**src/rtl/fft_stage_ctrl.sv**
```systemverilog
// rtl/fft_stage_ctrl.sv - in-place radix-2 DIT FFT sequencer around an external butterfly
module fft_stage_ctrl #(
  parameter int NBITS  = 16,
  parameter int LOG2N  = 4,
  parameter int BF_LAT = 3
) (
  input  logic             clk,
  input  logic             rst_n,
  input  logic             in_valid,
  output logic             in_ready,
  input  logic [NBITS-1:0] in_r,
  input  logic [NBITS-1:0] in_i,
  output logic             out_valid,
  input  logic             out_ready,
  output logic [NBITS-1:0] out_r,
  output logic [NBITS-1:0] out_i,
  output logic             out_last,
  output logic             busy,
  output logic [NBITS-1:0] bf_ar,
  output logic [NBITS-1:0] bf_ai,
  output logic [NBITS-1:0] bf_br,
  output logic [NBITS-1:0] bf_bi,
  output logic [LOG2N-2:0] tw_addr,
  input  logic [NBITS-1:0] bf_xr,
  input  logic [NBITS-1:0] bf_xi,
  input  logic [NBITS-1:0] bf_yr,
  input  logic [NBITS-1:0] bf_yi
);
  localparam int N  = 1 << LOG2N;
  localparam int DW = (BF_LAT > 1) ? $clog2(BF_LAT) : 1;

  typedef enum logic [1:0] {S_LOAD, S_ISSUE, S_DRAIN, S_UNLOAD} state_t;

  state_t           state, state_nx;
  logic [LOG2N-1:0] cnt, cnt_nx;   // sample index n, butterfly index k, or bin index u
  logic [LOG2N-1:0] stg, stg_nx;
  logic [DW-1:0]    dcnt, dcnt_nx;
  logic             issue, load_we, wb;

  // Sample store: not reset, contents only meaningful after a full LOAD
  logic [2*NBITS-1:0] mem [N];

  // Pending write-back addresses, one slot per butterfly latency edge
  logic [BF_LAT-1:0] dl_v;
  logic [LOG2N-1:0]  dl_a [BF_LAT];
  logic [LOG2N-1:0]  dl_b [BF_LAT];

  logic [LOG2N-1:0] h, j, idx_a, idx_b, tsh;
  logic [LOG2N-2:0] tw;

  function automatic logic [LOG2N-1:0] bitrev(input logic [LOG2N-1:0] v);
    for (int b = 0; b < LOG2N; b++) bitrev[b] = v[LOG2N-1-b];
  endfunction

  // Butterfly operand indices and twiddle address for stage stg, butterfly cnt
  always_comb begin
    h     = LOG2N'(1) << stg;
    j     = cnt & (h - 1'b1);
    idx_a = ((cnt >> stg) << (stg + 1'b1)) | j;
    idx_b = idx_a | h;
    tsh   = LOG2N'(LOG2N - 1) - stg;
    tw    = (LOG2N-1)'(j) << tsh;
  end

  // Next-state and sequencing strobes
  always_comb begin
    state_nx = state;
    cnt_nx   = cnt;
    stg_nx   = stg;
    dcnt_nx  = dcnt;
    issue    = 1'b0;
    load_we  = 1'b0;
    case (state)
      S_LOAD: begin
        if (in_valid) begin
          load_we = 1'b1;
          cnt_nx  = cnt + 1'b1;
          if (cnt == LOG2N'(N - 1)) begin
            state_nx = S_ISSUE;
            cnt_nx   = '0;
            stg_nx   = '0;
          end
        end
      end
      S_ISSUE: begin
        issue  = 1'b1;
        cnt_nx = cnt + 1'b1;
        if (cnt == LOG2N'(N/2 - 1)) begin
          state_nx = S_DRAIN;
          cnt_nx   = '0;
          dcnt_nx  = '0;
        end
      end
      S_DRAIN: begin
        dcnt_nx = dcnt + 1'b1;
        if (dcnt == DW'(BF_LAT - 1)) begin
          dcnt_nx = '0;
          if (stg == LOG2N'(LOG2N - 1)) begin
            state_nx = S_UNLOAD;
            cnt_nx   = '0;
          end else begin
            state_nx = S_ISSUE;
            stg_nx   = stg + 1'b1;
          end
        end
      end
      S_UNLOAD: begin
        if (out_ready) begin
          cnt_nx = cnt + 1'b1;
          if (cnt == LOG2N'(N - 1)) begin
            state_nx = S_LOAD;
            cnt_nx   = '0;
          end
        end
      end
      default: state_nx = S_LOAD;
    endcase
  end

  // State and counter registers
  always_ff @(posedge clk) begin
    if (!rst_n) begin
      state <= S_LOAD;
      cnt   <= '0;
      stg   <= '0;
      dcnt  <= '0;
    end else begin
      state <= state_nx;
      cnt   <= cnt_nx;
      stg   <= stg_nx;
      dcnt  <= dcnt_nx;
    end
  end

  // Delay line tracking in-flight butterflies; only the valids are cleared on reset
  always_ff @(posedge clk) begin
    if (!rst_n) dl_v <= '0;
    else begin
      dl_v[0] <= issue;
      for (int i = 1; i < BF_LAT; i++) dl_v[i] <= dl_v[i-1];
    end
    dl_a[0] <= idx_a;
    dl_b[0] <= idx_b;
    for (int i = 1; i < BF_LAT; i++) begin
      dl_a[i] <= dl_a[i-1];
      dl_b[i] <= dl_b[i-1];
    end
  end

  assign wb = rst_n && dl_v[BF_LAT-1];

  // Storage writes: bit-reversed load, in-place butterfly write-back
  always_ff @(posedge clk) begin
    if (rst_n && load_we) mem[bitrev(cnt)] <= {in_r, in_i};
    if (wb) begin
      mem[dl_a[BF_LAT-1]] <= {bf_xr, bf_xi};
      mem[dl_b[BF_LAT-1]] <= {bf_yr, bf_yi};
    end
  end

  // Port outputs, forced to zero outside their active state and during reset
  always_comb begin
    in_ready  = 1'b0;
    out_valid = 1'b0;
    out_last  = 1'b0;
    busy      = 1'b0;
    out_r     = '0;
    out_i     = '0;
    bf_ar     = '0;
    bf_ai     = '0;
    bf_br     = '0;
    bf_bi     = '0;
    tw_addr   = '0;
    if (rst_n) begin
      case (state)
        S_LOAD:  in_ready = 1'b1;
        S_ISSUE: begin
          busy           = 1'b1;
          {bf_ar, bf_ai} = mem[idx_a];
          {bf_br, bf_bi} = mem[idx_b];
          tw_addr        = tw;
        end
        S_DRAIN: busy = 1'b1;
        S_UNLOAD: begin
          out_valid      = 1'b1;
          {out_r, out_i} = mem[cnt];
          out_last       = (cnt == LOG2N'(N - 1));
        end
        default: ;
      endcase
    end
  end
endmodule
```
**config.mk**
```make
export PLATFORM = sky130hd
export DESIGN_NAME = fft_stage_ctrl
export DESIGN_NICKNAME = d
export VERILOG_FILES = /design/src/rtl/fft_stage_ctrl.sv
export SDC_FILE = /design/constraint.sdc
export NUM_CORES = 2
export LEC_CHECK = 0
export BUFFER_PORTS_ARGS = -buffer_cell sky130_fd_sc_hd__buf_4
export CORE_MARGIN = 5
export CORE_UTILIZATION = 33
export DETAILED_ROUTE_END_ITERATION = 16
export PLACE_DENSITY = 0.53
export SLEW_MARGIN = 20
export SYNTH_ARGS = -nofsm -noshare
export SYNTH_HDL_FRONTEND = slang
export SYNTH_SLANG_ARGS = --single-unit
```
**constraint.sdc**
```tcl
create_clock -name clk -period 3.5 [get_ports clk]
set_input_delay 0.175 -clock clk [delete_from_list [all_inputs] [get_ports clk]]
set_output_delay 0.175 -clock clk [all_outputs]
set_load 0.01 [all_outputs]
```
# After elaboration in Yosys (flattened, before gate mapping)
# Memories as Yosys holds them, arrays and structs flattened. A register that Yosys moved wholly into a read port is not among the register bits.
# Cells that the tools add are included.
# totals
regBits	15
mem_bits_rw	536
inputBits	100
output_inout_bits	103
word_cells	99
n_memories	3
# mem_list
memory	words	width	rd	rd_clocked_by_memory_dff	write_ports	line	text
mem	16	32	3	1	3	41	logic [2*NBITS-1:0] mem [N];
dl_a	3	4	3	0	3	45	logic [LOG2N-1:0] dl_a [BF_LAT];
dl_b	3	4	3	0	3	46	logic [LOG2N-1:0] dl_b [BF_LAT];
# classes
add_sub_neg	5
eq_ne	15
shift	4
mux	54
n_bitwise	3
n_reduce_logical	10
# ops
operator	count
$mux W16	12
$mux W4	12
$mux W2	9
$ne A2 B2 Y1 const B	8
$pmux W4 S4	1
$mux W1	15
$add A4 B1 Y4 const B	2
$or A4 B4 Y4	2
$pmux W2 S4	1
$pmux W4 S2	1
$eq A2 B2 Y1 const B	3
$mux W3	2
$reduce_and A6 Y1	1
$reduce_and A5 Y1	1
$and A4 B4 Y4	1
$eq A4 B2 Y1 const B	1
$eq A4 B3 Y1 const B	1
$eq A4 B4 Y1 const B	1
$pmux W2 S2	1
$reduce_and A4 Y1	1
$reduce_bool A2 Y1	2
$shl A1 B4 Y4 const A	1
$shl A3 B4 Y3	1
$shl A4 B4 Y4	1
9 further kinds	10

# Longest topological paths before layout
# An unclocked memory read counts as a cell.
# depth
ltp_word	8
depth_mapped	15
depth_no_buf	11

# Worst setup path after synthesis
# Ideal clock, no wire load.
# synth_path
kind	flip-flop to output port
start	register stg[0]
end	output port bf_ai[0]
arrival_time_ns	3.174
t_required_ns	3.325
slack_ns	0.151
path_stages_with_launch	15
path_buffers	3
cell_sequence	dfxtp_1 -> buf_4 -> or3b_1 -> or2_2 -> ha_1 -> nor2b_1 -> mux2i_1 -> nor2b_1 -> buf_2 -> inv_2 -> clkbuf_1 -> mux4_2 -> nand2_1 -> o21ai_1 -> or4_1
# synth_between
elab_chain_len	7
elab_cells_between_ends	10
cone_classes	2 x add/sub; 3 x shift; 2 x mux; 2 x bitwise; 1 x memory
# synth_lines
element	line	text
start: declaration	36	logic [LOG2N-1:0] stg, stg_nx;
start signal: assignment	130	stg <= stg_nx;
branches (longest 3 deep; another with $add A4 B1 Y4)	n/a	
$or A4 B4 Y4 *	59	idx_a = ((cnt >> stg) << (stg + 1'b1)) | j;
$mem_v2 Z16 W32 *	n/a	
$mux W16 *	175	case (state)
$mux W16 *	174	if (rst_n) begin
end: declaration	20	output logic [NBITS-1:0] bf_ai,
# Mark *: on every way between the ends.

# Final worst setup path
# layout_path
start	register stg[0]
end	output port bf_ai[14]
# The elaborated chain is that of the path after synthesis.

==> run_results.csv <==
group,metric,value,unit
sta,setup_viol,64,
cells_and_area,drive_gt1_share,27.89,%
sta,hold_viol,0,
synth,synth_area_leader_cell,"edfxtp_1",
power,swShare,25.35,%
routing,route.detailed.drc,0,
cells_and_area,fin_nets,4082,
sta,skew,0.03136,ns
global_routing,grt_pass1_wl,260700,um
worst_hold_path,min_path_type,"in2reg",
global_routing,grtUsageTotal,27.72,%
global_routing,grt_use_met2,41.65,%
cts,clk_path_buf_depth,3,
global_routing,grt-ovfl-total,0,
place,hpwl,110800,um
routing,initialDrtViolationCount,5000,
setup_path,cp_data_required_time,3.32,ns
routing,via_count,34950,
power,switching_power,0.004232,W
global_routing,grt_pass1_vias,33430,
cts,clk_latency,0.65,ns
floorplan,initial_core_util,33.19,%
synth,ys.flop_type,"edfxtp_1",
setup_path,crit_type,"reg2out",
sta,hold_ws,0.04326,ns
floorplan,die_h,359.6,um
synth,synth-seq-area-share,40.24,%
sta,grt_setup_unrepaired,"true",
floorplan,core,121600,um^2
global_routing,antenna_found_initial,13,
sta,clock.fmax,251.7,MHz
routing,first_pass_iters,6,
power,pwr-share-seq,44.1,%
worst_hold_path,hp-start,"bf_xi[15]",
sta,slew_headroom,20.76,%
sta,min_period,3.974,ns
sta,period_share,113.5,%
synth,syn_avg_cell_area,10.67,um^2
cts,cts_tree,"built",
synth,ys_seq_elements,555,
synth,synthTopCellsByArea,"edfxtp_1 (38%), mux2i_1 (18%), mux4_2 (16%), nand2_1 (4.6%), a21oi_1 (3.6%)",
setup_path,r2r-start,"state[0]",
place,place_inst,5373,
power,max-vdd-ir-drop,0.3189,mV
synth,syn-num-nets,3892,
routing,avgRoutedWirePerCell,33.07,um
cts,cts-root-buf,"clkbuf_16",
synth,async_flop_share,0,%
status,failed_checks,"setup timing",
power,p_int,0.01246,W
run,drv_cap,0,
cts,clk_pin_slew,0.06,ns
routing,drt.antenna.violating_nets,0,
synth,yosys_warnings,0,
synth,ys_types,63,
routing,vias_per_cell,6.178,
floorplan,io_pins,203,
place,place.gp.congestion,0.8972,
cts,cts_sinks,555,
global_routing,grt_max_degree,65,
floorplan,dieArea,129300,um^2
setup_path,critical_path_arrival,3.80,ns
synth,synth_area,40340,um^2
power,pwr-share-comb,12.5,%
power,p_per_area,330.0,nW/um^2
floorplan,rows,128,
global_routing,grt_use_met1,36.85,%
cts,cts_max_level,3,
power,leakagePower,17.87,nW
cells_and_area,areaGrowthSynthToFinish,25.40,%
routing,totalWireLength,187100,um
setup_path,cp-end-kind,"primary output",
place,io_buffers,202,
synth,synth_edf_count,512,
global_routing,met3_usage,7.622,%
setup_path,start_kind,"register",
cts,cts-buffers-inserted,68,
setup_path,crit_start,"stg[0]",
setup_path,critical_path_peak_fanout,8,
cells_and_area,layoutNonFillerInstCount,5657,
sta,finalSetupTns,-23.04,ns
cells_and_area,final_cell_mix,"mux2i_1 (686), edfxtp_1 (512), nand2_1 (469)",
sta,setup_slack,-0.4735,ns
status,outcome,"finished with violations",
floorplan,chipWidth,359.6,um
place,dp_slack,-0.06214,ns
power,clock_power_share,43.4,%
global_routing,busiest_layer,"met2",
sta,final_max_slew_viol_count,0,
sta,tightest_slew,1.189,ns
synth,synth_top_area_share,38.11,%
synth,syn_inst,3780,
cells_and_area,final_common_cell,"mux2i_1",
[final cells by class]
cell class	instances	area, um^2
Antenna cell	9	22.52
Clock buffer	93	1942
Tap cell	1625	2033
Fill cell	11320	70970
Clock inverter	30	242.7
Timing Repair inverter	2	22.52
Sequential cell	555	16250
Timing Repair Buffer	562	6545
Multi-Input combinational cell	2755	23380
Inverter	26	152.6
[synth_stat cells, drive strengths merged (3+ instances only)]
library cell,count
or4,30
edfxtp,512
nor2,293
nand2,495
o221ai,6
clkbuf,329
a221o,4
a22oi,58
inv,25
a211oi,8
or3,5
a211o,5
o22ai,62
buf,115
o211ai,3
nor3,14
and3,3
a21boi,5
and2,45
ha,12
nor2b,13
nand3b,4
a21oi,293
mux2i,710
dfxtp,43
a31oi,7
o21ai,292
nand3,45
nand4,6
a311oi,4
nor3b,3
nand2b,10
o21a,3
mux4,290
nor4,5
[power groups by stage]
stage	logic [W]	registers [W]	clock network [W]
final	0.00209	0.00736	0.00725
after floorplan	0.00117	0.00745	0
after detailed placement	0.00171	0.00750	0
after CTS	0.00200	0.00736	0.00729
after global routing	0.00221	0.00736	0.00754
after global placement	0.00169	0.00750	0
[registers in the layout (all words and copies together) (netlist names), named ones only]
name	flops
dl_v	3
state	2
dl_a	12
dl_b	12
cnt	4
mem	512
dcnt	2
stg	4
[path summary, 6_finish.rpt]
path | end | slack (ns) | cells past startpoint
max | bf_ai[14] | -0.47 | 14
min | mem[0][15] | 0.04 | 3
max reg2reg | mem[1][21] | 0.59 | 8
min reg2reg | dl_a[0][10] | 0.32 | 0
[logic make-up after synthesis]
logic type | Yosys count | share of synthesized area [%]
and+or+nand+nor | 980 | 10.35
DFF | 555 | 40.24
AOI/OAI and AO/OA | 758 | 10.38
muxes | 1002 | 33.86
xor gates and xnor gates | 3 | 0.06514
buffers and inverters | 470 | 4.733
adders and majority gates | 12 | 0.3722
[stage by stage]
stage | util [%] | power (W) | cell area [um^2]
after floorplan | - | 0.008620 | 40340
after global placement | 36.96 | 0.009184 | 44930
after detailed placement | 36.96 | 0.009211 | 44930
after CTS | 41.13 | 0.01664 | 49990
after global routing | 41.61 | 0.01711 | 50580
final | 41.62 | 0.01670 | 50590
[metal layers]
layer	routed length, um	share of wire [%]
met5	55	0.029
met4	10790	5.8
met3	22260	12
met1	72110	39
met2	81860	44
[worst max-delay path, stage by stage, from the launching register on]
cell	delay, ns
dfxtp_2	0.32
buf_4	0.18
ha_4	0.26
nor4bb_4	0.32
a22oi_2	0.09
a21oi_2	0.24
nor2b_4	0.08
buf_12	0.14
inv_16	0.14
buf_12	0.16
buf_4	0.17
mux2i_1	0.24
o21ai_1	0.08
or4_4	0.58
buf_6	0.15
[what timing repair did]
action,in CTS,in global routing
endpoints found under the setup margin,64,64
hold buffers,33,0
pin swaps,83,18
hold endpoints to repair,262,0
gates cloned,26,3
setup buffers,74,20
resized for setup,264,65
(Power assumes the default switching activity.)
